**config.mk**
```make
export PLATFORM = sky130hd
export DESIGN_NAME = i2s_clkgen
export DESIGN_NICKNAME = d
export VERILOG_FILES = /design/src/rtl/i2s_define.sv /design/src/rtl/i2s_clkdiv.sv /design/src/rtl/i2s_clkgen.sv
export SDC_FILE = /design/constraint.sdc
export NUM_CORES = 1
export LEC_CHECK = 0
export ABC_CLOCK_PERIOD_IN_PS = 2500
export CAP_MARGIN = 5
export CORE_MARGIN = 2
export CORE_UTILIZATION = 55
export CTS_CLUSTER_SIZE = 30
export DETAILED_ROUTE_END_ITERATION = 10
export PLACE_DENSITY = 0.85
export SLEW_MARGIN = 20
export SYNTH_ARGS = -nofsm -noshare
export SYNTH_HDL_FRONTEND = slang
export SYNTH_SLANG_ARGS = --single-unit
export TNS_END_PERCENT = 30
```
**constraint.sdc**
```tcl
create_clock -name clk_i -period 2.5 [get_ports clk_i]
set_clock_uncertainty 0.1 [all_clocks]
set_input_delay 0.25 -clock clk_i [delete_from_list [all_inputs] [get_ports clk_i]]
set_output_delay 0.25 -clock clk_i [all_outputs]
set_load 0.05 [all_outputs]
```
**src/rtl/i2s_define.sv**
```systemverilog
// Shared I2S definitions: divider width, slot lengths, channel encoding and
// the clock generator state type.
package i2s_define;

   localparam int I2S_DIV_WIDTH = 16;
   localparam int I2S_SLOT_W16  = 16;
   localparam int I2S_SLOT_W32  = 32;

   localparam logic I2S_CHL_16 = 1'b0;
   localparam logic I2S_CHL_32 = 1'b1;

   typedef enum logic {
      IDLE = 1'b0,
      RUN  = 1'b1
   } i2s_clkgen_state_e;

   // Slot length in SCK periods for a channel-length select value.
   function automatic logic [5:0] i2s_slot_len(input logic chl,
                                               input logic [5:0] w16,
                                               input logic [5:0] w32);
      logic [5:0] len_s;
      case (chl)
         I2S_CHL_32: len_s = w32;
         I2S_CHL_16: len_s = w16;
         default:    len_s = w16;
      endcase
      return len_s;
   endfunction

endpackage

```
**src/rtl/i2s_clkdiv.sv**
```systemverilog
// SCK divider: toggles sck every (div_i+1) clk_i cycles while enabled and
// emits registered one-cycle strobes coincident with each sck transition.
// tick_o flags (combinationally) that the current edge toggles sck.
module i2s_clkdiv #(
   parameter int DIV_WIDTH = 16
) (
   input  logic                 clk_i,
   input  logic                 rst_i,
   input  logic                 en_i,
   input  logic                 load_i,
   input  logic [DIV_WIDTH-1:0] div_i,
   output logic                 sck_o,
   output logic                 rise_o,
   output logic                 fall_o,
   output logic                 tick_o
);

   logic [DIV_WIDTH-1:0] div_cnt_r;
   logic                 sck_r;
   logic                 rise_r;
   logic                 fall_r;

   assign tick_o = en_i & ~load_i & (div_cnt_r == div_i);
   assign sck_o  = sck_r;
   assign rise_o = rise_r;
   assign fall_o = fall_r;

   // Half-period counter, sck toggle and edge strobes; idle/load park sck low.
   always_ff @(posedge clk_i or posedge rst_i) begin
      if (rst_i) begin
         div_cnt_r <= {DIV_WIDTH{1'b0}};
         sck_r     <= 1'b0;
         rise_r    <= 1'b0;
         fall_r    <= 1'b0;
      end else if (load_i) begin
         div_cnt_r <= {DIV_WIDTH{1'b0}};
         sck_r     <= 1'b0;
         rise_r    <= 1'b0;
         fall_r    <= 1'b0;
      end else if (en_i) begin
         if (tick_o) begin
            div_cnt_r <= {DIV_WIDTH{1'b0}};
            sck_r     <= ~sck_r;
            rise_r    <= ~sck_r;
            fall_r    <= sck_r;
         end else begin
            div_cnt_r <= div_cnt_r + {{(DIV_WIDTH-1){1'b0}}, 1'b1};
            rise_r    <= 1'b0;
            fall_r    <= 1'b0;
         end
      end else begin
         div_cnt_r <= {DIV_WIDTH{1'b0}};
         sck_r     <= 1'b0;
         rise_r    <= 1'b0;
         fall_r    <= 1'b0;
      end
   end

endmodule

```
**src/rtl/i2s_clkgen.sv**
```systemverilog
// I2S master clock generator: FSM, slot bit counter, word select and
// configuration latching on top of the i2s_clkdiv SCK divider.
module i2s_clkgen
   import i2s_define::*;
#(
   parameter int DIV_WIDTH = I2S_DIV_WIDTH,
   parameter int SLOT_W16  = I2S_SLOT_W16,
   parameter int SLOT_W32  = I2S_SLOT_W32
) (
   input  logic                 clk_i,
   input  logic                 rst_i,
   input  logic                 en_i,
   input  logic [DIV_WIDTH-1:0] div_i,
   input  logic                 chl_i,
   output logic                 busy_o,
   output logic                 i2s_sck_o,
   output logic                 i2s_ws_o,
   output logic                 sck_rise_o,
   output logic                 sck_fall_o,
   output logic                 frame_start_o
);

   i2s_clkgen_state_e    state_r, state_nx_s;
   logic [DIV_WIDTH-1:0] div_q_r, div_q_nx_s;
   logic [5:0]           slot_q_r, slot_q_nx_s;
   logic [4:0]           bit_cnt_r, bit_cnt_nx_s;
   logic                 ws_r, ws_nx_s;
   logic                 busy_r, busy_nx_s;
   logic                 frame_start_r, frame_start_nx_s;
   logic                 load_s;
   logic                 sck_s;
   logic                 tick_s;
   logic                 fall_evt_s;
   logic                 slot_end_s;
   logic [5:0]           slot_sel_s;

   assign slot_sel_s = i2s_slot_len(chl_i, 6'(SLOT_W16), 6'(SLOT_W32));
   assign fall_evt_s = tick_s & sck_s;
   assign slot_end_s = ({1'b0, bit_cnt_r} == (slot_q_r - 6'd1));

   i2s_clkdiv #(
      .DIV_WIDTH (DIV_WIDTH)
   ) u_clkdiv (
      .clk_i  (clk_i),
      .rst_i  (rst_i),
      .en_i   (state_r == RUN),
      .load_i (load_s),
      .div_i  (div_q_r),
      .sck_o  (sck_s),
      .rise_o (sck_rise_o),
      .fall_o (sck_fall_o),
      .tick_o (tick_s)
   );

   // State register.
   always_ff @(posedge clk_i or posedge rst_i) begin
      if (rst_i) begin
         state_r <= IDLE;
      end else begin
         state_r <= state_nx_s;
      end
   end

   // Next state, slot counting, ws and config latching at frame boundaries.
   always_comb begin
      state_nx_s       = state_r;
      div_q_nx_s       = div_q_r;
      slot_q_nx_s      = slot_q_r;
      bit_cnt_nx_s     = bit_cnt_r;
      ws_nx_s          = ws_r;
      busy_nx_s        = busy_r;
      frame_start_nx_s = 1'b0;
      load_s           = 1'b0;
      case (state_r)
         IDLE: begin
            busy_nx_s    = 1'b0;
            ws_nx_s      = 1'b0;
            bit_cnt_nx_s = 5'd0;
            if (en_i) begin
               div_q_nx_s       = div_i;
               slot_q_nx_s      = slot_sel_s;
               state_nx_s       = RUN;
               busy_nx_s        = 1'b1;
               frame_start_nx_s = 1'b1;
               load_s           = 1'b1;
            end else begin
               state_nx_s = IDLE;
            end
         end
         RUN: begin
            busy_nx_s = 1'b1;
            if (fall_evt_s) begin
               if (slot_end_s) begin
                  bit_cnt_nx_s = 5'd0;
                  ws_nx_s      = ~ws_r;
                  if (ws_r) begin
                     // Frame boundary: continue with fresh config or stop cleanly.
                     if (en_i) begin
                        div_q_nx_s       = div_i;
                        slot_q_nx_s      = slot_sel_s;
                        frame_start_nx_s = 1'b1;
                     end else begin
                        state_nx_s = IDLE;
                        busy_nx_s  = 1'b0;
                        ws_nx_s    = 1'b0;
                     end
                  end else begin
                     ws_nx_s = 1'b1;
                  end
               end else begin
                  bit_cnt_nx_s = bit_cnt_r + 5'd1;
               end
            end else begin
               bit_cnt_nx_s = bit_cnt_r;
            end
         end
         default: begin
            state_nx_s   = IDLE;
            busy_nx_s    = 1'b0;
            ws_nx_s      = 1'b0;
            bit_cnt_nx_s = 5'd0;
         end
      endcase
   end

   // Registered datapath and outputs.
   always_ff @(posedge clk_i or posedge rst_i) begin
      if (rst_i) begin
         div_q_r       <= {DIV_WIDTH{1'b0}};
         slot_q_r      <= 6'd0;
         bit_cnt_r     <= 5'd0;
         ws_r          <= 1'b0;
         busy_r        <= 1'b0;
         frame_start_r <= 1'b0;
      end else begin
         div_q_r       <= div_q_nx_s;
         slot_q_r      <= slot_q_nx_s;
         bit_cnt_r     <= bit_cnt_nx_s;
         ws_r          <= ws_nx_s;
         busy_r        <= busy_nx_s;
         frame_start_r <= frame_start_nx_s;
      end
   end

   assign busy_o        = busy_r;
   assign i2s_sck_o     = sck_s;
   assign i2s_ws_o      = ws_r;
   assign frame_start_o = frame_start_r;

endmodule

```
==> run summary, run 1 <==
Final Setup Violations - 0
initial antenna violation count - 0
Worst-Skew Late Latency - 290 ps
Post-Syn Area per Cell - 11.7 um2
Chip Width - 67.1 um
DP Area - 2480 um2
met3 WL - 136 um
reg2reg end - div_q_r[15]
Detail Route met2 WL - 1850 um
syn nets - 210
CTS tree - built
largest net degree at the start of global routing - 46
FF-to-FF Start - u_clkdiv.div_cnt_r[7]
most common cell after layout, fill and taps aside - dfrtp_1
PD cells - 718 nW/um2
top cell type's share of synthesized area - 51.4%
fin. max-slew vios - 0
critical path depth - 6
vias per inst - 5.38
# nets final - 239
gr usage total - 20.0%
critical path's top delay family - simple AND/OR/NAND/NOR gates
Highest Signal Layer - met3
Data required, critical path - 2580 ps
wl on met1 - 1910 um
Hold Vio Cnt, Final - 0
full die area - 4510 um2
crit path to - div_q_r[15]
setup TNS - 0 ps
main flop type after synthesis - dfrtp_1
wire length per cell - 14.7 um
Crit path largest cell delay - 450 ps
Worst Setup SP - u_clkdiv.div_cnt_r[7]
slowest CP cell - dfrtp_1
Unique masters post-synth - 35
kind of critical path - reg -> reg
Layout fillers - 303
YS warnings - 0
startpoint types - register
maximum VDD drop - 0.444 mV
First DRT Iteration DRCs - 98
flop2flop setup slack - 150 ps
crit path max fanout - 10
Slew headroom - 62.9%
Starting Density - 58.6%
unrepaired setup endpoints after global routing - false
Post-DRT Antenna Nets - 0
Antenna Cells - 0
cells after synthesis - 188
top post-synthesis cells by area - dfrtp_1, xor2_1, mux2_4
Final Worst Setup Slack - 152 ps
EDFF count, synth - 0
post-cts sizing count - 0
setup repair bufs after CTS - 0
Final GP Congestion - 0.803
I/O Buffers - 25
die height - 67.1 um
Final Instance Area - 2610 um2
WP buf/inv - 1
final core occ - 69.8%
HPWL after DPL - 2810 um
CP cell instances - xor2_1, nor4_1, and4_1, a41o_1, buf_4, mux2_2
total CTS buffers - 5
Rows - 22
TritonRoute pass-1 iters - 4
Synth area leader - dfrtp_1
Setup crit end kind - register
Clock Sinks - 45
crit share post-route - 93.9%
clk buf depth - 2
via count - 1,432
Non-Filler Instances - 266
run status - complete, no violations
vias in the first global route - 1,438
DRC errors left - 0
commonest cells after routing, fill and taps aside - dfrtp_1, xor2_1, clkdlybuf4s50_1
Hold Path Class - in -> async
CTS root buffer - clkbuf_8
ratio of cells with drive above 1 in the final layout - 15.6%
pre-CTS WS - 152 ps
sequential share of the synthesized area - 51.4%
hold_buf cts - 0
Leakage - 1.21 nW
total grt overflow - 0
Clk pin slew, worst setup/hold paths - 80 ps
Tmin final - 2350 ps
Inst Count DP - 258
crit path DAT - 2430 ps
H-tree Lvls - 2
first-pass GRT wire length - 6710 um
Layout Area Growth over Synthesis - 19.1%
R2R depth - 6
Max Freq - 0.426 GHz
Top Ports - 26
post-synthesis cell area - 2190 um2
#FFs+latches synth - 45
worst-margin pin slew - 557 ps
area of the core - 3740 um2
async set or reset register ratio after synthesis - 100%
Routed WL - 3900 um
MaxCap Viol Count - 0
[where the power goes]
| part | total, W | switching (W) | internal, W |
|---|---|---|---|
| Clock | 0.000638 | 0.000241 | 0.000397 |
| Sequential | 0.000926 | 0.000108 | 0.000818 |
| Combinational | 0.000312 | 0.000145 | 0.000166 |
[worst min-delay path, stage by stage]
cell and delay (ps):
clkdlybuf4s50_1 400, clkinv_1 40, buf_4 450
[flip-flops by register name (all words and copies together), names as in the netlist]
name,cells
i2s_ws_o,1
u_clkdiv.sck_o,1
u_clkdiv.div_cnt_r,16
div_q_r,16
frame_start_o,1
busy_o,1
bit_cnt_r,5
slot_q_r,2
u_clkdiv.rise_o,1
u_clkdiv.fall_o,1
[through the flow]
step | hold slack, ps | total power (W)
global placement | 384 | 0.00124
floorplan | 242 | 0.00115
global route | 358 | 0.00197
CTS | 320 | 0.00189
finish | 294 | 0.00188
detailed placement | 405 | 0.00125
[final cells by class]
cell class | count | area [um2] | share of cell area (%)
clock inverters | 3 | 65.1 | 2.49
well taps | 48 | 60.1 | 2.30
multi-input cells | 129 | 981 | 37.6
repair buffers | 30 | 288 | 11.0
inverters | 6 | 22.5 | 0.862
flip-flops and latches | 45 | 1130 | 43.1
clock buffers | 5 | 68.8 | 2.64
[how the worst min path moves through the flow]
stage,startpoint,end,slack (ps)
after floorplan,en_i,busy_o,240
after global routing,rst_i,bit_cnt_r[1],360
after CTS,rst_i,u_clkdiv.div_cnt_r[7],320
after detailed placement,u_clkdiv.div_cnt_r[0],u_clkdiv.div_cnt_r[0],410
final,rst_i,u_clkdiv.fall_o,290
after global placement,u_clkdiv.div_cnt_r[0],u_clkdiv.div_cnt_r[0],380
[Yosys cell counts, types with 2 or more instances]
cell type	count
nor2_1	20
nand3_1	4
and2_1	3
nor4_2	2
a21o_1	2
nor3_1	2
and4_1	2
xor2_1	26
ha_1	2
dfrtp_1	45
buf_6	2
xnor2_1	5
and3_1	3
or4_1	3
mux2_2	9
o31ai_1	4
nor4_1	2
inv_1	6
nand2_1	7
mux2_4	8
a41o_1	2
a21oi_1	8
nand4_1	6
clkbuf_1	4
[layer usage]
layer | vias up | global-route usage, %
li1 | 707 | -
met1 | 696 | 29.1
met2 | 29 | 29.8
met3 | 0 | 5.00
met4 | 0 | 6.12
met5 | - | 0
[cell families after synthesis]
| kind of cell | synth area share (%) |
|---|---|
| buffers and inverters | 3.88 |
| adders and majority gates | 1.14 |
| xor gates and xnor gates | 12.4 |
| AOI/OAI and AO/OA | 5.02 |
| DFF | 51.4 |
| muxes | 10.6 |
| and+or+nand+nor | 15.6 |
Power figures use the tool's default switching activity.
==> inputs of run 2 (changes only) <==
--- a/config.mk
+++ b/config.mk
@@ -7,7 +7,7 @@
 export LEC_CHECK = 0
 export ABC_CLOCK_PERIOD_IN_PS = 2500
 export CAP_MARGIN = 5
-export CORE_MARGIN = 2
+export CORE_MARGIN = 3
 export CORE_UTILIZATION = 55
 export CTS_CLUSTER_SIZE = 30
 export DETAILED_ROUTE_END_ITERATION = 10
==> run summary, run 2 (same netlist as run 1, synthesis figures left out) <==
most common cell after layout, fill and taps aside - dfrtp_1 (unchanged)
Hold Path Class - in -> async (unchanged)
Starting Density - 58.6% (unchanged)
Final GP Congestion - 0.860 (was 0.803)
I/O Buffers - 25 (unchanged)
setup repair bufs after CTS - 0 (unchanged)
total grt overflow - 0 (unchanged)
full die area - 4780 um2 (was 4510 um2)
Hold Vio Cnt, Final - 0 (unchanged)
Layout Area Growth over Synthesis - 17.3% (was 19.1%)
Top Ports - 26 (unchanged)
commonest cells after routing, fill and taps aside - dfrtp_1, xor2_1, clkdlybuf4s50_1 (unchanged)
area of the core - 3740 um2 (unchanged)
PD cells - 665 nW/um2 (was 718 nW/um2)
crit share post-route - 94.0% (was 93.9%)
Clock Sinks - 45 (unchanged)
kind of critical path - reg -> reg (unchanged)
Antenna Cells - 0 (unchanged)
CTS tree - built (unchanged)
Setup crit end kind - register (unchanged)
DRC errors left - 0 (unchanged)
H-tree Lvls - 2 (unchanged)
Chip Width - 69.1 um (was 67.1 um)
Worst-Skew Late Latency - 310 ps (was 290 ps)
ratio of cells with drive above 1 in the final layout - 14.8% (was 15.6%)
fin. max-slew vios - 0 (unchanged)
clk buf depth - 2 (unchanged)
Tmin final - 2350 ps (about the same)
die height - 69.1 um (was 67.1 um)
setup TNS - 0 ps (unchanged)
Regs by FF count - div_q_r: 16 flops, u_clkdiv.div_cnt_r: 16 flops, bit_cnt_r: 5 flops (unchanged)
worst-margin pin slew - 545 ps (was 557 ps)
Data required, critical path - 2590 ps (was 2580 ps)
CTS root buffer - clkbuf_8 (unchanged)
Layout fillers - 296 (was 303)
maximum VDD drop - 0.467 mV (was 0.444 mV)
crit path DAT - 2440 ps (was 2430 ps)
Leakage - 1.18 nW (was 1.21 nW)
crit path max fanout - 19 (was 10)
# nets final - 237 (was 239)
initial antenna violation count - 0 (unchanged)
first-pass GRT wire length - 6690 um (was 6710 um)
final core occ - 68.7% (was 69.8%)
startpoint types - register (unchanged)
Clk pin slew, worst setup/hold paths - 90 ps (was 80 ps)
TritonRoute pass-1 iters - 4 (unchanged)
run status - complete, no violations (unchanged)
Final Setup Violations - 0 (unchanged)
MaxCap Viol Count - 0 (unchanged)
wire length per cell - 14.4 um (was 14.7 um)
Post-DRT Antenna Nets - 0 (unchanged)
gr usage total - 17.5% (was 20.0%)
HPWL after DPL - 2700 um (was 2810 um)
total CTS buffers - 5 (unchanged)
Routed WL - 3800 um (was 3900 um)
via count - 1,464 (was 1,432)
vias in the first global route - 1,448 (was 1,438)
Rows - 22 (unchanged)
largest net degree at the start of global routing - 46 (unchanged)
Max Freq - 0.426 GHz (about the same)
post-cts sizing count - 0 (unchanged)
vias per inst - 5.55 (was 5.38)
hold_buf cts - 0 (unchanged)
Slew headroom - 63.6% (was 62.9%)
unrepaired setup endpoints after global routing - false (unchanged)
First DRT Iteration DRCs - 94 (was 98)
run 2: changes by cell type in the layout (fill, tap and decap cells not counted):
cell	previous run	this run
buf_12	0	1
clkinv_4	0	1
bufinv_16	2	0
clkbuf_8	5	6
buf_4	5	2
run 2: layer usage:
layer	GRT usage, %	vias to the layer above	wire, um
met2	25.8	34	1700
met1	24.5	715	1850
li1	-	709	-
met5	0	-	0
met4	5.86	0	53
met3	5.54	6	198
run 2: area by class of cell:
type                    count  area, um2  area share [%]
well taps                  48       60.1            2.34
flip-flops and latches     45       1130            43.8
clock buffers               6       82.6            3.21
clock inverters             2       13.8           0.535
multi-input cells         129        981            38.2
repair buffers             28        285            11.1
inverters                   6       22.5           0.876
run 2: worst max-delay path, cell delays in order, from the launching register on:
cell and delay, ps:
dfrtp_1 450, xor2_1 170, nor4_1 390, and4_1 350, a41o_1 240, buf_12 190, mux2_2 350
run 2: through the flow:
stage	hold slack [ps]	total power, W	instances	instance area [um2]	worst slack (ps)
2_1_floorplan	242	0.00115	188	2190	350
3_3_place_gp	379	0.00123	256	2470	185
3_5_place_dp	389	0.00125	256	2470	162
4_1_cts	304	0.00173	264	2570	129
5_1_grt	332	0.00180	264	2570	59.5
6_report	279	0.00171	264	2570	151
run 2: worst paths after layout:
path	start	endpoint	cells after the start	slack, ps
worst min-delay path	rst_i	bit_cnt_r[0]	3	280
max in group asynchronous	rst_i	div_q_r[6]	3	1640
worst max register to register	u_clkdiv.div_cnt_r[7]	div_q_r[11]	6	150
worst min register to register	u_clkdiv.div_cnt_r[0]	u_clkdiv.div_cnt_r[0]	1	400
worst max-delay path	u_clkdiv.div_cnt_r[7]	div_q_r[11]	6	150
min in group clk_i	u_clkdiv.div_cnt_r[0]	u_clkdiv.div_cnt_r[0]	1	400
run 2: power breakdown:
group          switching, W  leakage, nW  internal (W)  total, W
registers          0.000107        0.579      0.000818  0.000925
clock network      0.000248       0.0512      0.000224  0.000472
logic              0.000148        0.553      0.000167  0.000314
total              0.000502         1.18       0.00121   0.00171
==> inputs of run 3 (changes only) <==
--- a/config.mk
+++ b/config.mk
@@ -9,6 +9,7 @@
 export CAP_MARGIN = 5
 export CORE_MARGIN = 3
 export CORE_UTILIZATION = 55
+export CTS_CLUSTER_DIAMETER = 200
 export CTS_CLUSTER_SIZE = 30
 export DETAILED_ROUTE_END_ITERATION = 10
 export PLACE_DENSITY = 0.85
==> results of run 3 <==
No change in the layout: final DEF, timing and power equal those of run 2.
